### src/rtl/multi_digit_code_lock.sv
// Multi-digit code lock: button-driven digit entry, stored code, retry limit and timed alarm.
// Buttons are synchronised and edge-detected; seg shows the digits currently being entered.
module multi_digit_code_lock #(
    parameter int NUM_DIGITS     = 4,
    parameter int DIGIT_MAX      = 9,
    parameter int MAX_TRIES      = 3,
    parameter int LOCKOUT_CYCLES = 1000,
    localparam int SEL_W         = (NUM_DIGITS > 1) ? $clog2(NUM_DIGITS) : 1,
    localparam int LOCK_W        = $clog2(LOCKOUT_CYCLES)
) (
    input  logic                    clk,
    input  logic                    rst_n,
    input  logic                    btn_inc,
    input  logic                    btn_next,
    input  logic                    btn_enter,
    input  logic                    prog_req,
    output logic [7*NUM_DIGITS-1:0] seg,
    output logic [SEL_W-1:0]        sel,
    output logic [1:0]              lock_state,
    output logic [3:0]              fail_cnt
);

    typedef enum logic [1:0] {
        ST_PROGRAM  = 2'b00,
        ST_ARMED    = 2'b01,
        ST_UNLOCKED = 2'b10,
        ST_ALARM    = 2'b11
    } state_t;

    state_t                         state_q, state_d;
    logic [2:0]                     btn_raw, sync1_q, sync2_q, edge_q, pulse;
    logic [1:0]                     settle_q;
    logic [NUM_DIGITS-1:0][3:0]     entry_q, code_q;
    logic [SEL_W-1:0]               sel_q;
    logic [3:0]                     fail_q;
    logic [LOCK_W-1:0]              lock_cnt_q;
    logic                           can_edit, act_inc, act_next, act_enter, code_match;
    logic                           clear_entry, store_code, fail_clear, fail_step, lock_run;

    assign btn_raw = {btn_enter, btn_next, btn_inc};

    // Pulses stay masked until the sync chain has refilled after reset, so a
    // button held through reset release never looks like a fresh press.
    always_ff @(posedge clk or negedge rst_n) begin
        if (!rst_n) begin
            sync1_q  <= '0;
            sync2_q  <= '0;
            edge_q   <= '0;
            settle_q <= '0;
        end else begin
            sync1_q <= btn_raw;
            sync2_q <= sync1_q;
            edge_q  <= sync2_q;
            if (settle_q != 2'b11)
                settle_q <= settle_q + 2'd1;
        end
    end

    assign pulse      = (settle_q == 2'b11) ? (sync2_q & ~edge_q) : 3'b000;
    assign can_edit   = (state_q == ST_PROGRAM) || (state_q == ST_ARMED);
    assign act_enter  = pulse[2] && (state_q != ST_ALARM);
    assign act_inc    = pulse[0] && !pulse[2] && can_edit;
    assign act_next   = pulse[1] && !pulse[2] && can_edit;
    assign code_match = (entry_q == code_q);

    always_ff @(posedge clk or negedge rst_n) begin
        if (!rst_n)
            state_q <= ST_PROGRAM;
        else
            state_q <= state_d;
    end

    always_comb begin
        state_d     = state_q;
        clear_entry = 1'b0;
        store_code  = 1'b0;
        fail_clear  = 1'b0;
        fail_step   = 1'b0;
        lock_run    = 1'b0;
        case (state_q)
            ST_PROGRAM: begin
                if (act_enter) begin
                    store_code  = 1'b1;
                    clear_entry = 1'b1;
                    state_d     = ST_ARMED;
                end
            end
            ST_ARMED: begin
                if (act_enter) begin
                    clear_entry = 1'b1;
                    if (code_match) begin
                        fail_clear = 1'b1;
                        state_d    = ST_UNLOCKED;
                    end else begin
                        fail_step = 1'b1;
                        if (fail_q + 4'd1 == 4'(MAX_TRIES))
                            state_d = ST_ALARM;
                    end
                end
            end
            ST_UNLOCKED: begin
                if (act_enter) begin
                    clear_entry = 1'b1;
                    state_d     = prog_req ? ST_PROGRAM : ST_ARMED;
                end
            end
            ST_ALARM: begin
                if (lock_cnt_q == LOCK_W'(LOCKOUT_CYCLES - 1)) begin
                    fail_clear = 1'b1;
                    state_d    = ST_ARMED;
                end else begin
                    lock_run = 1'b1;
                end
            end
            default: state_d = ST_PROGRAM;
        endcase
    end

    // Enter wins over inc/next, so a clear always leaves entry and sel at zero.
    always_ff @(posedge clk or negedge rst_n) begin
        if (!rst_n) begin
            entry_q <= '0;
            code_q  <= '0;
            sel_q   <= '0;
        end else if (clear_entry) begin
            if (store_code)
                code_q <= entry_q;
            entry_q <= '0;
            sel_q   <= '0;
        end else begin
            for (int i = 0; i < NUM_DIGITS; i++) begin
                if (act_inc && (sel_q == SEL_W'(i)))
                    entry_q[i] <= (entry_q[i] == 4'(DIGIT_MAX)) ? 4'd0 : entry_q[i] + 4'd1;
            end
            if (act_next)
                sel_q <= (sel_q == SEL_W'(NUM_DIGITS - 1)) ? '0 : sel_q + SEL_W'(1);
        end
    end

    always_ff @(posedge clk or negedge rst_n) begin
        if (!rst_n) begin
            fail_q     <= '0;
            lock_cnt_q <= '0;
        end else begin
            if (fail_clear)
                fail_q <= '0;
            else if (fail_step)
                fail_q <= fail_q + 4'd1;
            lock_cnt_q <= lock_run ? lock_cnt_q + LOCK_W'(1) : '0;
        end
    end

    // Segment bits are {g,f,e,d,c,b,a}, active high.
    function automatic logic [6:0] seg7(input logic [3:0] d);
        case (d)
            4'd0:    seg7 = 7'h3F;
            4'd1:    seg7 = 7'h06;
            4'd2:    seg7 = 7'h5B;
            4'd3:    seg7 = 7'h4F;
            4'd4:    seg7 = 7'h66;
            4'd5:    seg7 = 7'h6D;
            4'd6:    seg7 = 7'h7D;
            4'd7:    seg7 = 7'h07;
            4'd8:    seg7 = 7'h7F;
            4'd9:    seg7 = 7'h6F;
            default: seg7 = 7'h00;
        endcase
    endfunction

    for (genvar g = 0; g < NUM_DIGITS; g++) begin : g_seg7
        assign seg[7*g +: 7] = seg7(entry_q[g]);
    end

    assign sel        = sel_q;
    assign lock_state = state_q;
    assign fail_cnt   = fail_q;

endmodule

### config.mk
export PLATFORM = sky130hd
export DESIGN_NAME = multi_digit_code_lock
export DESIGN_NICKNAME = d
export VERILOG_FILES = /design/src/rtl/multi_digit_code_lock.sv
export SDC_FILE = /design/constraint.sdc
export NUM_CORES = 1
export LEC_CHECK = 0
export ABC_CLOCK_PERIOD_IN_PS = 1900
export CAP_MARGIN = 5
export CORE_ASPECT_RATIO = 0.9
export CORE_MARGIN = 2
export CORE_UTILIZATION = 50
export CTS_BUF_LIST = sky130_fd_sc_hd__clkbuf_4
export DETAILED_ROUTE_END_ITERATION = 8
export PLACE_DENSITY = 0.83
export SETUP_SLACK_MARGIN = 0.02
export SLEW_MARGIN = 15
export SYNTH_ARGS = -nofsm -noshare
export SYNTH_HDL_FRONTEND = slang
export SYNTH_SLANG_ARGS = --single-unit
export TNS_END_PERCENT = 100
### constraint.sdc
create_clock -name clk -period 1.9 [get_ports clk]
set_input_delay 0.38 -clock clk [delete_from_list [all_inputs] [get_ports clk]]
set_output_delay 0.38 -clock clk [all_outputs]
set_load 0.03 [all_outputs]
==> impl_results.md <==
* Vias in the first global route at between 3000 and 4000
* FMAX at between 0.4 and 0.5 GHz
* Worst relative slew slack at between 70% and 80%
* Share of layout cells above drive strength 1 at 42.94%
* Initial antenna violation count at 0
* Metal-1 WL at between 4000 and 5000 um
* GRT overflow at 0
* Mapped cell area at 0.003837 mm2
* DP Area at 0.004469 mm2
* Number of synthesized flops with an enable pin at 0
* Failing checks: negative setup slack
* RSZ-0062 raised after global routing: yes
* Worst-Skew Late Latency at 430 ps
* Clock transition at the registers of the reported paths at 110 ps
* WL met3 at about 600 um
* MaxCap Viol Count at 0
* Top FF cell, synth: dfrtp_1
* CP Max Fanout at 4
* Metal2 WL at between 5000 and 6000 um
* WP data arrival at around 1700 ps
* FF+latch area at about 0.0015 mm2
* Ant. Diodes at 0
* Flop and latch count out of synthesis at between 60 and 70
* Area delta synth->final at 48.58%
* Tmin final at around 2100 ps
* Worst hold slack at 360.0 ps
* Syn_area_per_cell at ~9.4 um2
* Hold Path Class: register to register
* Worst slew pin tran at roughly 400 ps
* Top Metal Used: met4
* Starting Density at 51.12%
* DP HPWL at approximately 5500 um
* Fin area at ~0.0057 mm2
* Ys async rst share at 100.0%
* Total GRT Usage at 24.69%
* Std cell rows at 30
* # clock sinks at slightly above 60
* Sequential share of the synthesized area at 39.78%
* Final setup TNS at -3159 ps
* Nets@finish at approximately 570
* Synth Net Count at 459
* Crit. End Element: output port
* Ratio of total power to cell area at 1030 mW/mm2
* Worst vdd ir at 0.7030 mV
* Yosys Warn Count at 0
* Die Y at between 80 and 90 um
* 1st-iter DRT viols at ~350
* Pin count of the biggest net entering global routing at slightly above 60
* Via count at around 3600
* RePlAce Congestion at 0.8364
* Die footprint at approximately 0.0084 mm2
* Area occupied by multi-input gates at roughly 0.0027 mm2
* Crit path kind: register to output port
* Ports at 42
* H-Tree Level Count at 3
* Setup ws final at -214.0 ps
* Status: finished with violations
* WL/cell at approximately 17 um
* Syn Inst Count at around 410
* TritonCTS clock tree: built
* Startpoint Class: register
* 1st-pass router iterations at 6
* Final WL at 10740 um
* Port Buf Inserts at 41
* First-pass GRT wire length at roughly 16000 um
* Num CTS Buffers at 9
* Endpoints failing setup at 29
* Die width at approximately 96 um
* Fillcell total at around 430
* CTS Buffer Depth at 2
* Placeable Area at 0.007507 mm2
* Critical Path RT at ~1500 ps
* # DRC at 0
* Tcrit/Tclk final at 111.3%
* Via-per-instance ratio at between 5 and 6
* Fin Clk Skew at 5.643 ps
* Remaining antenna violation count at 0
* Lkg Pwr at about 2.6 nW
* Slew Viols, Final at 0
* Final hold vios at 0
* Library cells used by synthesis at 48
* CTS root buf: clkbuf_4
[sequential cells by signal (all words and copies together) (netlist names)]
name and cells:
settle_q 2, sel 2, code_q 16, entry_q 16, lock_state 2, sync2_q 3
lock_cnt_q 10, fail_cnt 4, sync1_q 3, edge_q 3
[final timing paths]
kind,start,endpoint,slack (ps),cells after the start
worst max-delay path,entry_q[9]$_DFFE_PN0P_,seg[17],-210,7
worst min-delay path,sync1_q[1]$_DFF_PN0_,sync2_q[1]$_DFF_PN0_,360,0
worst max register to register,lock_state[0]$_DFFE_PN0P_,lock_state[0]$_DFFE_PN0P_,-10,6
worst min register to register,sync1_q[1]$_DFF_PN0_,sync2_q[1]$_DFF_PN0_,360,0
max in group asynchronous,rst_n,entry_q[13]$_DFFE_PN0P_,1140,3
min in group asynchronous,rst_n,lock_state[0]$_DFFE_PN0P_,470,3
[placed cells by master (no fill, tap or decap), types with 13 or more instances in the layout]
cell	instances
ha_4	21
ha_1	22
inv_1	13
a21oi_1	14
buf_4	57
dfrtp_1	56
nand2_1	30
xor2_1	21
buf_6	43
nor2_1	31
o21ai_0	19
[layout make-up]
type                            instances  area share [%]
Clock inverter                          7           1.756
Multi-Input combinational cell        302           47.05
Sequential cell                        61           26.88
Clock buffer                            9           1.185
Tap cell                               96           2.107
Timing Repair Buffer                  115           18.54
Inverter                               30           2.480
[critical path, cell delays in order (launching register included)]
cell and delay, ps:
dfrtp_1 430, buf_4 150, inv_2 60, buf_6 120, ha_4 210, a21oi_2 140, o21ai_2 70, buf_6 140
[power by group]
| part | total [W] | leakage, nW | switching [W] | internal, W |
|---|---|---|---|---|
| registers | 0.00163 | 0.802 | 0.000180 | 0.00145 |
| logic | 0.00317 | 1.71 | 0.00178 | 0.00139 |
| clock network | 0.00107 | 0.0784 | 0.000533 | 0.000536 |
| total | 0.00587 | 2.59 | 0.00249 | 0.00338 |
[through the flow]
step	setup slack (ps)	power, W	cells	util (%)
floorplan	-45.94	0.003017	409	-
global placement	-51.00	0.003740	560	59.53
detailed placement	-77.26	0.003798	560	59.53
CTS	-193.0	0.005228	609	70.60
global route	-356.2	0.006177	620	75.95
finish	-214.0	0.005871	620	75.95
[timing repair]
| item | 4_1_cts | 5_1_grt |
|---|---|---|
| hold buffers | 1 | 0 |
| resized for setup | 128 | 68 |
| setup buffers | 32 | 14 |
| endpoints found under the setup margin | 36 | 52 |
| hold endpoints to repair | 61 | 0 |
| pin swaps | 41 | 40 |
[cells by family after synthesis]
| family | after synthesis | synth area share [%] |
|---|---|---|
| fa+ha+maj | 44 | 14.35 |
| flops | 61 | 39.78 |
| simple gates | 124 | 16.40 |
| mux | 7 | 2.054 |
| compound gates | 98 | 15.52 |
| xor+xnor | 29 | 6.619 |
| buf+inv | 46 | 5.282 |
[Yosys cell counts (all sizes together) (2+ instances only)]
master  count  area, um2
nor2       35      131.4
dfrtp      61       1526
nand2      33      126.4
a31oi       3      18.77
and4        4      35.03
and3        5      32.53
nand3      10      50.05
nor4        4      25.02
o21ai      38      193.9
mux2        7      78.83
nand4       6      43.79
buf         6      42.54
clkbuf     10      47.54
xor2       22      192.7
a21o        3      22.52
xnor2       7      61.31
nor2b       5      31.28
o22ai       8      50.05
inv        30      112.6
nor3        8      40.04
o21a        3      22.52
a22oi       2      15.01
a211o       3      26.28
nand4b      4      35.03
o31ai       2      28.78
a311oi      3      26.28
nand2b      5      31.28
ha         44      550.5
a21oi      26      130.1
[layer usage]
layer	global-route usage, %	vias up
li1	-	1641
met1	31.52	1815
met2	42.23	147
met3	5.801	27
met4	6.402	0
met5	0	-
Note: power is estimated with default switching activity, not from simulation.
